===== config.mk =====
export PLATFORM = sky130hd
export DESIGN_NAME = neuron_mac_quantizer
export DESIGN_NICKNAME = d
export VERILOG_FILES = /design/src/rtl/neuron_mac_quantizer.sv
export SDC_FILE = /design/constraint.sdc
export NUM_CORES = 1
export LEC_CHECK = 0
export ABC_AREA = 1
export CAP_MARGIN = 20
export CORE_MARGIN = 2
export CORE_UTILIZATION = 65
export CTS_CLUSTER_SIZE = 40
export DETAILED_ROUTE_END_ITERATION = 7
export PLACE_DENSITY_LB_ADDON = 0.12
export REMOVE_ABC_BUFFERS = 1
export SYNTH_ARGS = -nofsm -noshare
export SYNTH_HDL_FRONTEND = slang
export SYNTH_SLANG_ARGS = --single-unit

===== constraint.sdc =====
create_clock -name clock -period 12.5 [get_ports clock]
set_clock_uncertainty 0.15 [all_clocks]
set_input_delay 2.5 -clock clock [delete_from_list [all_inputs] [get_ports clock]]
set_output_delay 2.5 -clock clock [all_outputs]
set_load 0.02 [all_outputs]

===== src/rtl/neuron_mac_quantizer.sv =====
// Dot-product MAC with bias, saturating quantizer to a sigmoid LUT address,
// and a registered valid/ready output stage for the returned activation.
//
// state    | meaning
// ---------+-----------------------------------------------------------
// S_ACC    | accept (x, w) beats, accumulate products (bias on first)
// S_QUANT  | clamp accumulator to LUT range, register io_lut_addr
// S_LOOKUP | capture io_lut_data into io_out_data, raise io_out_valid
// S_OUT    | hold result until downstream handshake, then clear
module neuron_mac_quantizer #(
    parameter int DATA_W     = 16,
    parameter int FRAC_W     = 8,
    parameter int ACC_W      = 40,
    parameter int ADDR_W     = 10,
    parameter int OUT_W      = 10,
    parameter int RANGE_LOG2 = 3
) (
    input  logic              clock,
    input  logic              reset,
    input  logic              io_in_valid,
    output logic              io_in_ready,
    input  logic [DATA_W-1:0] io_in_data,
    input  logic [DATA_W-1:0] io_in_weight,
    input  logic              io_in_last,
    input  logic [DATA_W-1:0] io_bias,
    output logic [ADDR_W-1:0] io_lut_addr,
    input  logic [OUT_W-1:0]  io_lut_data,
    output logic              io_out_valid,
    input  logic              io_out_ready,
    output logic [OUT_W-1:0]  io_out_data,
    output logic [15:0]       io_count
);

    typedef enum logic [1:0] {S_ACC, S_QUANT, S_LOOKUP, S_OUT} state_t;

    // TOP is the sign bit position of the clamped sum; SHIFT drops the
    // fractional bits the LUT cannot resolve.
    localparam int TOP   = RANGE_LOG2 + 2*FRAC_W;
    localparam int SHIFT = 2*FRAC_W - (ADDR_W - 1 - RANGE_LOG2);

    localparam logic signed [ACC_W-1:0] ACC_MAX = {1'b0, {(ACC_W-1){1'b1}}};
    localparam logic signed [ACC_W-1:0] ACC_MIN = {1'b1, {(ACC_W-1){1'b0}}};
    localparam logic signed [ACC_W-1:0] SAT_HI  = {{(ACC_W-TOP){1'b0}}, {TOP{1'b1}}};
    localparam logic signed [ACC_W-1:0] SAT_LO  = {{(ACC_W-TOP){1'b1}}, {TOP{1'b0}}};

    state_t state, state_next;

    logic signed [ACC_W-1:0]    acc;
    logic                       first;
    logic signed [2*DATA_W-1:0] prod;
    logic signed [ACC_W-1:0]    prod_ext;
    logic signed [ACC_W-1:0]    bias_ext;
    logic signed [ACC_W-1:0]    acc_base;
    logic signed [ACC_W:0]      sum_wide;
    logic signed [ACC_W-1:0]    acc_sum;
    logic [ADDR_W-1:0]          quant_addr;
    logic                       in_fire;
    logic                       out_fire;

    assign io_in_ready = (state == S_ACC);
    assign in_fire     = io_in_valid && io_in_ready;
    assign out_fire    = io_out_valid && io_out_ready;

    assign prod = $signed({{DATA_W{io_in_data[DATA_W-1]}}, io_in_data}) *
                  $signed({{DATA_W{io_in_weight[DATA_W-1]}}, io_in_weight});
    assign prod_ext = {{(ACC_W-2*DATA_W){prod[2*DATA_W-1]}}, prod};
    assign bias_ext = {{(ACC_W-DATA_W-FRAC_W){io_bias[DATA_W-1]}}, io_bias, {FRAC_W{1'b0}}};

    // The first beat of a vector adds onto the bias instead of the old sum,
    // so one saturating adder serves both cases.
    always_comb begin
        acc_base = first ? bias_ext : acc;
        sum_wide = {acc_base[ACC_W-1], acc_base} + {prod_ext[ACC_W-1], prod_ext};
        acc_sum  = sum_wide[ACC_W-1:0];
        if (sum_wide[ACC_W] != sum_wide[ACC_W-1]) begin
            acc_sum = sum_wide[ACC_W] ? ACC_MIN : ACC_MAX;
        end
    end

    // Within range, floor(sum >> SHIFT) + half-scale is the shifted slice
    // with its sign bit inverted.
    always_comb begin
        quant_addr = {~acc[TOP], acc[TOP-1:SHIFT]};
        if (acc > SAT_HI) begin
            quant_addr = '1;
        end else if (acc < SAT_LO) begin
            quant_addr = '0;
        end
    end

    always_comb begin
        state_next = state;
        case (state)
            S_ACC:    if (in_fire && io_in_last) state_next = S_QUANT;
            S_QUANT:  state_next = S_LOOKUP;
            S_LOOKUP: state_next = S_OUT;
            S_OUT:    if (out_fire) state_next = S_ACC;
            default:  state_next = S_ACC;
        endcase
    end

    always_ff @(posedge clock) begin
        if (reset) begin
            state <= S_ACC;
        end else begin
            state <= state_next;
        end
    end

    always_ff @(posedge clock) begin
        if (reset) begin
            acc          <= '0;
            first        <= 1'b1;
            io_count     <= '0;
            io_lut_addr  <= '0;
            io_out_valid <= 1'b0;
            io_out_data  <= '0;
        end else begin
            case (state)
                S_ACC: begin
                    if (in_fire) begin
                        acc   <= acc_sum;
                        first <= 1'b0;
                        if (io_count != 16'hFFFF) io_count <= io_count + 16'd1;
                    end
                end
                S_QUANT: io_lut_addr <= quant_addr;
                S_LOOKUP: begin
                    io_out_data  <= io_lut_data;
                    io_out_valid <= 1'b1;
                end
                S_OUT: begin
                    if (out_fire) begin
                        io_out_valid <= 1'b0;
                        acc          <= '0;
                        first        <= 1'b1;
                        io_count     <= '0;
                    end
                end
                default: ;
            endcase
        end
    end

endmodule


==> summary.md <==
| Metric | Value |
|---|---|
| Run status | `finished, final reports clean` |
| Achievable clock frequency | `98.0 MHz` |
| Global-route congestion overflow total | `0` |
| Total half-perimeter wirelength after legalization and detailed placement | `37000 um` |
| Category of the worst setup path capture point | `flip-flop` |
| Biggest area consumer among synthesized cells | `fa_1` |
| Horizontal die dimension | `168 um` |
| IO Port Bufs | `100` |
| Main combinational cell family by area after synthesis | `adder cells` |
| Simple-Gate Fraction of Synth Area | `19.3%` |
| Total negative slack for setup checks | `0 ns` |
| Reg2Reg Capture Point | `acc[12]` |
| Worst reg2reg startpoint | `first` |
| Worst Path Class, Setup | `input port to flip-flop` |
| Time the final worst path needs with I/O delays and setup | `10.21 ns` |
| Worst Hold Depth | `2` |
| Buffer depth of the longest clock path | `2` |
| Critical-path top delay cell | `clkdlybuf4s50_1` |
| Commonest non-fill, non-tap cells in the layout | `663 x inv_1, 591 x nand2_1, 334 x fa_1, 123 x nor2_1, 123 x ha_1` |
| Clock root cell | `clkbuf_16` |
| Core Region | `26700 um^2` |
| Final Max Tran Viols | `0` |
| Mux share of post-synthesis cell area | `0.700%` |
| Final weighted congestion in routability-driven placement | `0.917` |
| WP buf/inv | `7` |
| Max-capacitance violation count | `0` |
| Starting utilization of the core area | `65.6%` |
| Post-CTS setup repair buffer count | `0` |
| Synth Area in Compound Gates | `5.98%` |
| DRC Markers | `0` |
| Clock tree from TritonCTS | `done` |
| Portion of synthesized cell area occupied by the leading cell type | `38.1%` |
| Fraction of the mapped netlist area in adder cells | `46.9%` |
| Maximum level of the CTS H-tree | `3` |
| Worst hold-check path type | `flip-flop to flip-flop` |
| Drt initial violations | `968` |
| Mean cell area of the mapped netlist | `7.41 um^2` |
| Via density per instance | `5.30` |
| Parity-gate share of the synthesized area counting xor and xnor cells | `1.55%` |
| Total of endpoints with negative setup slack in the final report | `0` |
| Antenna violations before repair | `0` |
| Tightest Pin Transition | `1.06 ns` |
| Worst endpoint data arrival time | `10.32 ns` |
| Total number of vias | `14500` |
| Total number of placement rows | `60` |
| Number of flops mapped to enable cells by yosys | `0` |
| Total routed wirelength | `43700 um` |
| Flip-flop and latch count after synthesis | `80` |
| Cts hold-fix bufs | `0` |
| Overall die area | `28300 um^2` |
| Min-delay src | `acc[9]` |
| TritonRoute pass-1 iters | `6` |
| Final number of hold-violating endpoints | `0` |
| Largest fanout on the critical path | `39` |
| Count of distinct cell types in the synthesized netlist | `43` |
| Delay of the slowest critical-path stage | `0.94 ns` |
| Source-to-sink clock delay at the later pin of the worst-skew pair | `0.33 ns` |
| Worst reg2reg path depth | `23` |
| Post-synthesis instance area | `17500 um^2` |
| TritonCTS buffer count | `9` |
| Warning count from the yosys run | `0` |
| Diode insertion count for antenna repair | `0` |
| Number of top-level pins | `101` |
| Reg clk slew, reported paths | `0.06 ns` |
| Family with the most delay on the worst path | `adder cells` |
| Most area-consuming cells after synthesis | `fa_1 38%, inv_1 14%, nand2_1 13%, dfxtp_1 9.1%, ha_1 8.8%` |
| Setup repair after global routing missed its margin | `false` |
| Total Routing Usage GR | `33.0%` |
| Endpoint of the worst hold-timing path | `acc[9]` |
| Floorplan die height | `168 um` |
| Number of filler instances in the final layout | `2267` |
| Flip-flop cell with the highest count after synthesis | `dfxtp_1` |
| Required time at the endpoint of the critical path | `12.61 ns` |
| Routed wirelength normalized by instance count | `16.0 um` |
| Global-route wire length before repair | `74700 um` |
| Fraction of final layout cells with drive strength greater than 1 | `2.34%` |
| Async SR Flop Fraction | `0%` |
| Count of cells resized by post-cts repair | `0` |
| Share of the yosys chip area belonging to registers | `9.14%` |
| Area growth syn-to-layout | `8.07%` |
| Worst relative slew slack | `29.0%` |
| Number of instances in the synthesized netlist | `2365` |
| Clock sink count | `80` |
| Leading cell type in the layout, fill and taps excluded | `inv_1` |
| Ratio of final minimum period to clock period | `81.7%` |
| Residual antenna-violating net count after detailed routing | `0` |
| Register-to-register path setup slack | `5.81 ns` |
| Largest net degree at the start of global routing | `48` |
| Kind of start point of the critical path | `input port` |
| Net total in the final layout | `2908` |
| Number of global-route vias before repair | `15200` |
tightest hold or removal path: stages, from the launching register on:
cell and delay, ns:
dfxtp_1 0.31, nand2_1 0.06, a21oi_1 0.06
how the worst max path moves through the flow:
stage	startpoint	to	slack, ns	cells after the start
after global placement	io_in_weight[4]	acc[13]	2.21	25
after CTS	io_in_weight[4]	acc[12]	2.32	25
after global routing	io_in_data[15]	acc[24]	1.74	25
after detailed placement	io_in_weight[4]	acc[14]	2.02	25
after floorplan	io_in_weight[1]	acc[12]	3.56	24
final	io_in_data[15]	acc[12]	2.29	25
per-stage QoR:
step	util [%]	worst slack (ns)	cell area, um^2	hold WS [ns]	instances
after floorplan	-	3.56	17100	0.287	2273
after global placement	69.6	2.21	18600	0.301	2718
after detailed placement	69.6	2.02	18600	0.307	2718
after CTS	70.9	2.32	18900	0.317	2734
after global routing	70.9	1.74	18900	0.334	2734
final	70.9	2.29	18900	0.317	2734
sequential cells by signal, indices dropped and copies added (netlist names):
name / cells
acc: 40
io_lut_addr: 10
io_out_valid: 1
state: 2
io_out_data: 10
first: 1
io_count: 16
kinds of logic after synthesis:
family                     Yosys count
AOI/OAI and AO/OA                  189
xor gates and xnor gates            31
adders and majority gates          457
buffers and inverters              758
DFF                                 80
muxes                               11
and+or+nand+nor                    839
synth_stat cells (all sizes together), types with 9 or more instances:
| library cell | n |
|---|---|
| o21bai | 9 |
| ha | 123 |
| nand3 | 70 |
| buf | 15 |
| clkbuf | 77 |
| nor2 | 125 |
| fa | 334 |
| inv | 665 |
| xor2 | 10 |
| nand2 | 596 |
| xnor2 | 21 |
| nand4 | 12 |
| dfxtp | 80 |
| a21oi | 98 |
| o21ai | 63 |
| mux2 | 10 |
| nor3 | 20 |
final cells by class:
cell class              count  area (um^2)  area share (%)
clock buffers               9          225            1.19
repair buffers            104         1030            5.42
flip-flops and latches     80         1600            8.46
multi-input cells        1527        13100            68.9
inverters                 666         2500            13.2
well taps                 341          427            2.25
clock inverters             7          109           0.575
layer usage:
metal	GRT usage, %	vias up	routed length, um
li1	-	6892	-
met1	45.8	7007	19100
met2	55.8	508	20900
met3	4.11	78	2780
met4	7.50	0	1010
met5	0	-	0
Power is left out: the tool's default activity adds up to more than one toggle a clock period on the data nets, which glitch-free logic cannot reach.
